**config.mk**
```make
export PLATFORM = sky130hd
export DESIGN_NAME = down_count_watch_flat
export DESIGN_NICKNAME = d
export VERILOG_FILES = /design/src/rtl/down_count_watch_if.sv /design/src/rtl/down_count_watch.sv /design/src/flat_wrapper.sv
export SDC_FILE = /design/constraint.sdc
export NUM_CORES = 1
export LEC_CHECK = 0
export CAP_MARGIN = 20
export CORE_ASPECT_RATIO = 1.1
export CORE_MARGIN = 1.5
export CORE_UTILIZATION = 45
export CTS_CLUSTER_SIZE = 24
export DETAILED_ROUTE_END_ITERATION = 7
export DONT_BUFFER_PORTS = 1
export GPL_TIMING_DRIVEN = 0
export SLEW_MARGIN = 10
export SYNTH_ARGS = -nofsm -noshare
export SYNTH_HDL_FRONTEND = slang
export SYNTH_SLANG_ARGS = --single-unit
```
**constraint.sdc**
```tcl
create_clock -name clk -period 4.2 [get_ports clk]
set_input_delay 0.84 -clock clk [delete_from_list [all_inputs] [get_ports clk]]
set_output_delay 0.84 -clock clk [all_outputs]
set_load 0.02 [all_outputs]
```
**src/rtl/down_count_watch_if.sv**
```systemverilog
// Bus between a down-counter source and the down_count_watch checker.
// Define DOWN_COUNT_WATCH_SNAPSHOT_EN to add the err_exp/err_got snapshot signals.
interface down_count_watch_if #(
  parameter int WIDTH  = 3,
  parameter int WRAP_W = 8
);
  logic              en;
  logic [WIDTH-1:0]  q_in;
  logic              clr_err;
  logic              locked;
  logic              tc_pulse;
  logic [WRAP_W-1:0] wrap_cnt;
  logic              seq_err;
`ifdef DOWN_COUNT_WATCH_SNAPSHOT_EN
  logic [WIDTH-1:0]  err_exp;
  logic [WIDTH-1:0]  err_got;

  modport master (
    output en, q_in, clr_err,
    input  locked, tc_pulse, wrap_cnt, seq_err, err_exp, err_got
  );

  modport slave (
    input  en, q_in, clr_err,
    output locked, tc_pulse, wrap_cnt, seq_err, err_exp, err_got
  );
`else
  modport master (
    output en, q_in, clr_err,
    input  locked, tc_pulse, wrap_cnt, seq_err
  );

  modport slave (
    input  en, q_in, clr_err,
    output locked, tc_pulse, wrap_cnt, seq_err
  );
`endif
endinterface

```
**src/rtl/down_count_watch.sv**
```systemverilog
// Locks onto a decrementing counter, pulses on terminal count, counts wraps, flags violations.
// Define DOWN_COUNT_WATCH_SNAPSHOT_EN to capture expected/observed values on fault entry.
module down_count_watch #(
  parameter int WIDTH     = 3,
  parameter int WRAP_W    = 8,
  parameter int ERR_LIMIT = 2
) (
  input  logic             clk,
  input  logic             rst,
  down_count_watch_if.slave bus
);

  typedef enum logic [1:0] {
    ST_IDLE,
    ST_SYNC,
    ST_TRACK,
    ST_FAULT
  } state_e;

  localparam logic [WRAP_W-1:0] WRAP_MAX = {WRAP_W{1'b1}};
  localparam logic [WIDTH-1:0]  Q_MAX    = {WIDTH{1'b1}};
  localparam logic [3:0]        MIS_LIM  = 4'(ERR_LIMIT);

  state_e            state_q,    state_d;
  logic [WIDTH-1:0]  prev_q,     prev_d;
  logic [3:0]        mis_cnt_q,  mis_cnt_d;
  logic              locked_q,   locked_d;
  logic              tc_pulse_q, tc_pulse_d;
  logic [WRAP_W-1:0] wrap_cnt_q, wrap_cnt_d;
  logic              seq_err_q,  seq_err_d;
`ifdef DOWN_COUNT_WATCH_SNAPSHOT_EN
  logic [WIDTH-1:0]  err_exp_q,  err_exp_d;
  logic [WIDTH-1:0]  err_got_q,  err_got_d;
`endif

  logic [WIDTH-1:0]  exp_val;
  logic              match;

  // Modulo subtraction gives 0 - 1 = max for free.
  assign exp_val = prev_q - WIDTH'(1);
  assign match   = (bus.q_in == exp_val);

  always_comb begin
    // NOTE: every _d gets a default first so no path leaves it unassigned (no latches).
    state_d    = state_q;
    prev_d     = prev_q;
    mis_cnt_d  = mis_cnt_q;
    locked_d   = locked_q;
    tc_pulse_d = 1'b0;
    wrap_cnt_d = wrap_cnt_q;
    seq_err_d  = seq_err_q;
`ifdef DOWN_COUNT_WATCH_SNAPSHOT_EN
    err_exp_d  = err_exp_q;
    err_got_d  = err_got_q;
`endif

    case (state_q)
      ST_IDLE: begin
        if (bus.en) begin
          prev_d  = bus.q_in;
          state_d = ST_SYNC;
        end
      end

      ST_SYNC: begin
        if (bus.en) begin
          prev_d = bus.q_in;
          if (match) begin
            state_d  = ST_TRACK;
            locked_d = 1'b1;
          end
        end
      end

      ST_TRACK: begin
        if (bus.en) begin
          // Mismatches resync to the observed value so one glitch costs one error.
          prev_d = bus.q_in;
          if (match) begin
            mis_cnt_d  = 4'd0;
            tc_pulse_d = (bus.q_in == '0);
            if ((prev_q == '0) && (bus.q_in == Q_MAX) && (wrap_cnt_q != WRAP_MAX)) begin
              wrap_cnt_d = wrap_cnt_q + WRAP_W'(1);
            end
          end else begin
            mis_cnt_d = mis_cnt_q + 4'd1;
            if (mis_cnt_d == MIS_LIM) begin
              state_d   = ST_FAULT;
              locked_d  = 1'b0;
              seq_err_d = 1'b1;
`ifdef DOWN_COUNT_WATCH_SNAPSHOT_EN
              err_exp_d = exp_val;
              err_got_d = bus.q_in;
`endif
            end
          end
        end
      end

      ST_FAULT: begin
        if (bus.clr_err) begin
          state_d   = ST_IDLE;
          seq_err_d = 1'b0;
          mis_cnt_d = 4'd0;
`ifdef DOWN_COUNT_WATCH_SNAPSHOT_EN
          err_exp_d = '0;
          err_got_d = '0;
`endif
        end
      end

      default: begin
        state_d = ST_IDLE;
      end
    endcase
  end

  always_ff @(posedge clk) begin
    // NOTE: non-blocking assignments so every flop samples the pre-edge values.
    if (rst) begin
      state_q    <= ST_IDLE;
      prev_q     <= '0;
      mis_cnt_q  <= 4'd0;
      locked_q   <= 1'b0;
      tc_pulse_q <= 1'b0;
      wrap_cnt_q <= '0;
      seq_err_q  <= 1'b0;
`ifdef DOWN_COUNT_WATCH_SNAPSHOT_EN
      err_exp_q  <= '0;
      err_got_q  <= '0;
`endif
    end else begin
      state_q    <= state_d;
      prev_q     <= prev_d;
      mis_cnt_q  <= mis_cnt_d;
      locked_q   <= locked_d;
      tc_pulse_q <= tc_pulse_d;
      wrap_cnt_q <= wrap_cnt_d;
      seq_err_q  <= seq_err_d;
`ifdef DOWN_COUNT_WATCH_SNAPSHOT_EN
      err_exp_q  <= err_exp_d;
      err_got_q  <= err_got_d;
`endif
    end
  end

  assign bus.locked   = locked_q;
  assign bus.tc_pulse = tc_pulse_q;
  assign bus.wrap_cnt = wrap_cnt_q;
  assign bus.seq_err  = seq_err_q;
`ifdef DOWN_COUNT_WATCH_SNAPSHOT_EN
  assign bus.err_exp  = err_exp_q;
  assign bus.err_got  = err_got_q;
`endif

endmodule

```
**src/flat_wrapper.sv**
```systemverilog
// flat-port wrapper written by rule: the top's interface ports become plain ports
module down_count_watch_flat 
#(
  parameter int WIDTH     = 3,
  parameter int WRAP_W    = 8,
  parameter int ERR_LIMIT = 2
)
  (clk, rst, bus_en, bus_q_in, bus_clr_err, bus_locked, bus_tc_pulse, bus_wrap_cnt, bus_seq_err);
  down_count_watch_if #(.WIDTH(WIDTH), .WRAP_W(WRAP_W)) bus_i ();
  input  logic clk;
  input  logic rst;
  input wire logic [$bits(bus_i.en)-1:0] bus_en;
  input wire logic [$bits(bus_i.q_in)-1:0] bus_q_in;
  input wire logic [$bits(bus_i.clr_err)-1:0] bus_clr_err;
  output wire logic [$bits(bus_i.locked)-1:0] bus_locked;
  output wire logic [$bits(bus_i.tc_pulse)-1:0] bus_tc_pulse;
  output wire logic [$bits(bus_i.wrap_cnt)-1:0] bus_wrap_cnt;
  output wire logic [$bits(bus_i.seq_err)-1:0] bus_seq_err;
  assign bus_i.en = bus_en;
  assign bus_i.q_in = bus_q_in;
  assign bus_i.clr_err = bus_clr_err;
  assign bus_locked = bus_i.locked;
  assign bus_tc_pulse = bus_i.tc_pulse;
  assign bus_wrap_cnt = bus_i.wrap_cnt;
  assign bus_seq_err = bus_i.seq_err;
  down_count_watch #(.WIDTH(WIDTH), .WRAP_W(WRAP_W), .ERR_LIMIT(ERR_LIMIT)) u_core (.clk(clk), .rst(rst), .bus(bus_i));
endmodule
```
# After elaboration in Yosys (flattened, before gate mapping)
# Index checks and enable logic that the tools add are counted.
[totals] regBits=20
[op_classes] n_reduce_logical=15 n_mux=23 eq_ne=14 bitwise_logic=3 n_addsub=3
[ops] operator="2-to-1 mux 2 bit" n=7
[ops] operator="2-to-1 mux 4 bit" n=3
[ops] operator="inequality test 2 bit, second input constant" n=5
[ops] operator="2-to-1 mux 1 bit" n=9
[ops] operator="adder 8 x 1 -> 8 bit, second input constant" n=1
[ops] operator="inequality test 8 bit, second input constant" n=1
[ops] operator="one-hot mux 2 bit (4 select lines)" n=1
[ops] operator="one-hot mux 4 bit (2 select lines)" n=1
[ops] operator="AND reduction 7 bit" n=1
[ops] operator="logical NOT 3 bit" n=2
[ops] operator="AND reduction 6 bit" n=1
[ops] operator="AND reduction 5 bit" n=1
[ops] operator="adder 4 x 1 -> 4 bit, second input constant" n=1
[ops] operator="== test 2 bit, second input constant" n=2
[ops] operator="== test 4 x 2 -> 1 bit, second input constant" n=1
[ops] operator="inequality test 2 x 1 -> 1 bit, second input constant" n=2
[ops] operator="one-hot mux 1 bit (2 select lines)" n=2
[ops] operator="AND reduction 4 bit" n=1
[ops] operator="nonzero test 2 bit" n=2
[ops] operator="OR reduction 4 bit" n=1
[ops] operator="== test 3 bit" n=1
[ops] operator="== test 3 bit, second input constant" n=1
[ops] operator="inverter 1 bit" n=3
[ops] operator="AND reduction 3 bit" n=1
[ops] operator="6 further kinds" n=7

# Longest topological paths before layout
# Gate-level depths: netlist of the first run.
[depth] depth_word=6 mapped_depth=9 ltp_nobuf=8

# Worst setup path before layout of the first run
# No wires, ideal clock.
[synth_timing] kind="in2reg" start="in bus_q_in[1]" end="reg u_core.seq_err_q, in the netlist u_core.bus.seq_err" path_buffers=1 setup_time_ns=0.091 arrival_ns=1.912 setup_slack_ns=2.198 t_required_ns=4.109 cell_stages=6 cell_sequence="xor2_1 > and3_1 > buf_6 > o31ai_4 > a21oi_1 > a311oi_1"
[synth_between] elab_chain_len=3
[synth_lines] item="start, declared" line_no="flat_wrapper.sv:13" text="input wire logic [$bits(bus_i.q_in)-1:0] bus_q_in;"
[synth_lines] item="== test 3 bit" line_no="down_count_watch.sv:41" text="assign match = (bus.q_in == exp_val);"
[synth_lines] item="inequality test 2 bit (no line)"
[synth_lines] item="AND reduction 5 bit (no line)"
[synth_lines] item="end signal, assigned" line_no="down_count_watch.sv:139" text="seq_err_q <= seq_err_d;"
[synth_lines] item="end, declared" line_no="down_count_watch.sv:30" text="logic seq_err_q, seq_err_d;"
# No other way between the ends.
# A chain may end at the register's enable or synchronous reset.

# Final worst setup path of the first run
[layout_timing] start="reg u_core.prev_q[0]" end="reg u_core.seq_err_q, in the netlist u_core.bus.seq_err"
[layout_between] elab_chain_len=4
[layout_lines] item="start, declared" line_no="down_count_watch.sv:25" text="logic [WIDTH-1:0] prev_q, prev_d;"
[layout_lines] item="start signal, assigned" line_no="down_count_watch.sv:134" text="prev_q <= prev_d;"
[layout_lines] item="subtractor 3 x 1 -> 3 bit" line_no="down_count_watch.sv:40" text="assign exp_val = prev_q - WIDTH'(1);"
[layout_lines] item="== test 3 bit" line_no="down_count_watch.sv:41"
[layout_lines] item="inequality test 2 bit (no line)"
[layout_lines] item="AND reduction 5 bit (no line)"
# No other way between the ends.

==> out/metrics.yaml, run 1 <==
run_status:
  status: "completed"
power:
  leakage_nw: 0.444
  clkPwrFrac_pct: 22.4
  p_int_mw: 0.324
  vdd_drop_max_mv: 0.284
  power_frac_comb_pct: 32.4
  p_total_mw: 0.502
  p_per_area_mw_per_mm2: 405
  p_seq_share_pct: 45.2
  switchingPower_mw: 0.178
  p_sw_share_pct: 35.5
min_path:
  min_delay_path_depth: 1
  worstHoldStart: "u_core.mis_cnt_q[3]$_SDFFE_PP0P_"
  min_path_type: "register to register"
  min_to: "u_core.mis_cnt_q[3]$_SDFFE_PP0P_"
critical_path:
  required_ns: 4.41
  start_kind: "register"
  r2r-end: "u_core.bus.seq_err$_SDFFE_PP0P_"
  regToRegSetupSlack_ns: 1.97
  worst_setup_path_end_kind: "register"
  ff2ff_path_depth: 9
  crit_fanout: 6
  criticalPathCategory: "register to register"
  worstReg2RegStart: "u_core.prev_q[0]$_SDFFE_PP0P_"
  arrival_ns: 2.44
drt:
  dr.pass1.iters: 4
  postRouteAntennaNets: 0
  vias_per_cell: 5.46
  wl_mm: 2.26
  drt-initial-drc-count: 22
  vias: 928
  wl_per_cell_um: 13.3
  drc: 0
global_routing:
  grt_use_total_pct: 17.7
  top_usage_layer: "met2"
  grt_remaining_overflow: 0
  use_met3_pct: 3.46
  grt_max_degree: 12
  grt_util_met1_pct: 23.8
  use_met2_pct: 27.1
  grt_pass1_vias: 899
  grt_pass1_wl_mm: 3.96
  antenna_found_initial: 0
clocking:
  cts_hold_buf: 0
  cts_root_buffer: "clkbuf_4"
  cts_buffer_depth: 2
  clk_pin_slew_worst_paths_ns: 0.12
  cts_max_level: 1
  cts_buffers: 3
  cts_tree: "done"
  cts_sinks: 20
  insertion_delay_ns: 0.30
  postCtsSetupRepairBufs: 0
  cts-resized-gates: 0
logic_synthesis:
  ys_warn_count: 0
  seq_area_frac_synth_pct: 34.4
  synth_flop_cell: "dfxtp_1"
  syn_area_mm2: 0.00116
  ys_ff_latch: 20
  synthTopCellsByArea: "dfxtp_1, ha_1, nor2_1, a21oi_1, xnor2_1"
  yosys-top-cells-count: "nor2_1, dfxtp_1, inv_1"
  synth_top_area_cell: "dfxtp_1"
  synth-async-reset-ratio_pct: 0
  synth_top_area_share_pct: 34.4
  yosysMostFrequentCell: "nor2_1"
  syn_area_per_cell_um2: 8.63
  syn_nets: 153
  synthCells: 135
  synth_edf_count: 0
  synth_cell_type_count: 37
placed_design:
  gp_congestion: 0.769
  hpwl_mm: 1.66
  io_buffer_count: 0
sta:
  fin_crit_ns: 2.23
  rsz0062_at_grt: "false"
  skew_ns: 0.00610
  worst_slew_pin_slew_ns: 0.476
  timing.final.crit_share_pct: 53.1
  fmax_ghz: 0.448
  maxSlewHeadroom_pct: 68.3
  drv_slew: 0
  final.setup.tns_ns: 0
  hold_viol: 0
  setup_viol: 0
finish:
  final_nets: 158
  syn2layout_area_growth_pct: 6.44
  drive_gt1_share_pct: 8.63
  fill_cells: 240
  insertedDiodeCount: 0
floorplan:
  core_area_mm2: 0.00247
  die-area_mm2: 0.00290
  dieHeight_um: 56.4
  io_pins: 18
  num_rows: 19
  die_x_um: 51.5
  initial_utilization_pct: 47.1
job:
  drv_cap: 0
==> power by group through the flow <==
stage / Combinational (mW) / Sequential (mW) / Clock [mW]
after global routing: 0.187 / 0.230 / 0.126
after global placement: 0.158 / 0.231 / 0
after CTS: 0.163 / 0.227 / 0.119
final: 0.163 / 0.227 / 0.112
after detailed placement: 0.162 / 0.232 / 0
after floorplan: 0.134 / 0.228 / 0
==> layout make-up <==
type	count	area [um^2]	share of cell area, %
multi-input combinational	100	701	56.5
sequential	20	400	32.3
inverter	12	45.0	3.63
tap	31	38.8	3.13
clock buffer	4	36.3	2.93
buffer	3	18.8	1.51
==> cells by family (layout without fill, tap and decap cells) <==
group                      after synthesis  in the layout  synth area share [%]
DFF                                     20             20                  34.4
buffers and inverters                   15             19                  5.48
and+or+nand+nor                         52             52                  24.2
adders and majority gates               11             11                  11.8
xor gates and xnor gates                 9              9                  6.77
AOI/OAI and AO/OA                       28             28                  17.4
==> cell usage in the layout, fill, tap and decap left out, types with 3 or more instances in the layout <==
master	count
nor2_1	21
nor3_1	4
xor2_1	3
dfxtp_1	20
a21oi_1	11
inv_1	12
a311oi_1	3
clkbuf_4	3
ha_1	11
nand2_1	4
nand3_1	7
xnor2_1	6
==> layer usage <==
metal | vias to the layer above | wire length (um)
met2 | 17 | 1060
met3 | 2 | 112
met1 | 423 | 1070
met4 | 0 | 17
li1 | 486 | -
met5 | - | 0
==> worst max-delay path by stage <==
stage / start / end / slack, ns / depth (start not counted)
6_report: u_core.prev_q[0]$_SDFFE_PP0P_ / u_core.bus.seq_err$_SDFFE_PP0P_ / 1.97 / 9
5_1_grt: u_core.prev_q[0]$_SDFFE_PP0P_ / u_core.bus.seq_err$_SDFFE_PP0P_ / 1.82 / 9
4_1_cts: u_core.prev_q[0]$_SDFFE_PP0P_ / u_core.bus.seq_err$_SDFFE_PP0P_ / 1.98 / 9
3_5_place_dp: u_core.prev_q[0]$_SDFFE_PP0P_ / u_core.bus.seq_err$_SDFFE_PP0P_ / 2.02 / 9
3_3_place_gp: u_core.prev_q[0]$_SDFFE_PP0P_ / u_core.bus.seq_err$_SDFFE_PP0P_ / 2.06 / 9
2_1_floorplan: bus_q_in[1] / u_core.bus.seq_err$_SDFFE_PP0P_ / 2.20 / 6
==> registers in the layout (all words and copies together) (netlist names) <==
signal               cells
u_core.bus.seq_err       1
u_core.bus.tc_pulse      1
u_core.prev_q            3
u_core.bus.wrap_cnt      8
u_core.state_q           2
u_core.bus.locked        1
u_core.mis_cnt_q         4
==> worst max-delay path, cell delays in order (launching register included) <==
cell and delay [ns]:
dfxtp_1 0.37, inv_1 0.06, ha_1 0.19, ha_1 0.30, xor2_1 0.18, and3_1 0.19
buf_6 0.13, o31ai_4 0.35, a21oi_1 0.11, a311oi_1 0.26
==> per-stage QoR <==
step / cell area [um^2] / setup slack [ns] / utilization, % / std cells / hold WS [ns]
2_1_floorplan: 1160 / 2.20 / - / 135 / 0.477
3_3_place_gp: 1200 / 2.06 / 48.7 / 166 / 0.509
3_5_place_dp: 1200 / 2.02 / 48.7 / 166 / 0.525
4_1_cts: 1240 / 1.98 / 50.2 / 170 / 0.544
5_1_grt: 1240 / 1.82 / 50.2 / 170 / 0.566
6_report: 1240 / 1.97 / 50.2 / 170 / 0.542
Power figures use the tool's default switching activity.
==> inputs of run 2 (changes only) <==
- clock period: 4.2 -> 1.9 ns (I/O delays scaled with it)
==> run 2 against run 1 <==
Compared with the run above: the flow now finishes with violations (setup timing); sequential cell count stayed put; non-clock buffer count up 6; routed wire length increased by 6.8%.
==> out/metrics.yaml, run 2 (synthesis gave the netlist of run 1 again) <==
finish:
  largest_reg_flops: 8
  final_common_cell: "nor2_1"
  ff_latch_area_um2: 403
  multi_input_area_um2: 815
  insertedDiodeCount: 0
  layout_common_cells: "nor2_1, dfxtp_1, inv_1, a21oi_1, ha_1"
  final_nets: 164
  syn2layout_area_growth_pct: 22.0
  drive_gt1_share_pct: 23.4
  stdcell_count: 176
  fill_cells: 225
global_routing:
  grt_remaining_overflow: 0
  grt_pass1_vias: 927
  grt_max_degree: 13
  grt_pass1_wl_mm: 4.02
  antenna_found_initial: 0
  grt_use_total_pct: 17.9
floorplan:
  die_x_um: 51.5
  io_pins: 18
  core_area_mm2: 0.00247
  die-area_mm2: 0.00290
  dieHeight_um: 56.4
  num_rows: 19
  initial_utilization_pct: 47.1
drt:
  drt-initial-drc-count: 29
  wl_mm: 2.41
  vias: 979
  wl_per_cell_um: 13.7
  vias_per_cell: 5.56
  drc: 0
  postRouteAntennaNets: 0
  dr.pass1.iters: 4
placed_design:
  hpwl_mm: 1.66
  io_buffer_count: 0
  place_inst: 166
  post-place-ws_ns: -0.114
  gp_congestion: 0.768
run_status:
  failed_checks: "setup timing"
  status: "finished, violations left"
sta:
  skew_ns: 0.000626
  fin_crit_ns: 1.91
  hold_viol: 0
  setup_viol: 1
  timing.final.crit_share_pct: 101
  rsz0062_at_grt: "true"
  timing.hold.ws_ns: 0.210
  setup_ws_ns: -0.0147
  drv_slew: 0
  worst_slew_pin_slew_ns: 0.518
  fmax_ghz: 0.522
  maxSlewHeadroom_pct: 65.5
critical_path:
  arrival_ns: 2.14
  crit_fanout: 5
  criticalPathCategory: "register to register"
  worst_setup_path_end_kind: "register"
  required_ns: 2.13
  start_kind: "register"
power:
  leakage_nw: 0.527
  vdd_drop_max_mv: 0.670
  p_total_mw: 1.33
  p_per_area_mw_per_mm2: 938
clocking:
  cts_buffer_depth: 2
  cts_tree: "done"
  cts_root_buffer: "clkbuf_4"
  cts_max_level: 1
  cts_hold_buf: 0
  cts_sinks: 20
  clk_pin_slew_worst_paths_ns: 0.13
  insertion_delay_ns: 0.30
  cts_buffers: 3
job:
  drv_cap: 0
min_path:
  min_path_type: "input pin to register"
-- run 2: timing repair --
action / CTS / global route
setup buffers: 5 / 2
pin swaps: 8 / 6
endpoints found under the setup margin: 12 / 11
gates resized for setup: 14 / 7
-- run 2: final cells by class --
cell class,instances,area share (%)
Clock inverter,1,2.11
Tap cell,31,2.73
Clock buffer,3,1.58
Timing Repair Buffer,7,4.23
Multi-Input combinational cell,100,57.3
Buffer,2,0.528
Sequential cell,20,28.3
Inverter,12,3.17
-- run 2: layer usage --
metal	track usage (%)	vias to the layer above	share of wire [%]
met3	3.72	2	4.1
met4	5.26	0	0.70
li1	-	495	-
met1	21.8	467	45
met5	0	-	0
met2	31.1	15	50
-- run 2: worst paths after layout --
| check | start | to | slack (ns) | depth (start not counted) |
|---|---|---|---|---|
| worst max register to register | u_core.prev_q[0]$_SDFFE_PP0P_ | u_core.bus.seq_err$_SDFFE_PP0P_ | -0.01 | 9 |
| worst min register to register | u_core.mis_cnt_q[2]$_SDFFE_PP0P_ | u_core.mis_cnt_q[2]$_SDFFE_PP0P_ | 0.54 | 2 |
| worst max-delay path | u_core.prev_q[0]$_SDFFE_PP0P_ | u_core.bus.seq_err$_SDFFE_PP0P_ | -0.01 | 9 |
| worst min-delay path | rst | u_core.bus.tc_pulse$_SDFF_PP0_ | 0.21 | 2 |
-- run 2: power breakdown --
group	total (mW)	internal [mW]	switching, mW
clock	0.357	0.213	0.144
sequential	0.507	0.457	0.0501
combinational	0.470	0.209	0.260
total	1.33	0.879	0.455
-- run 2: metrics by stage --
step | utilization (%) | setup TNS (ns) | instance area, um^2
6_report | 57.5 | -0.0147 | 1420
5_1_grt | 57.5 | -0.424 | 1420
4_1_cts | 55.2 | -0.0192 | 1370
3_5_place_dp | 49.6 | -0.722 | 1230
3_3_place_gp | 49.6 | -0.800 | 1230
2_1_floorplan | - | 0 | 1190
-- run 2: critical path, stage by stage, from the launching register on --
cell	delay (ns)
dfxtp_2	0.36
inv_2	0.05
ha_4	0.15
ha_4	0.28
xor2_4	0.19
and3_4	0.26
o31ai_4	0.09
buf_6	0.14
buf_6	0.11
a311oi_2	0.21
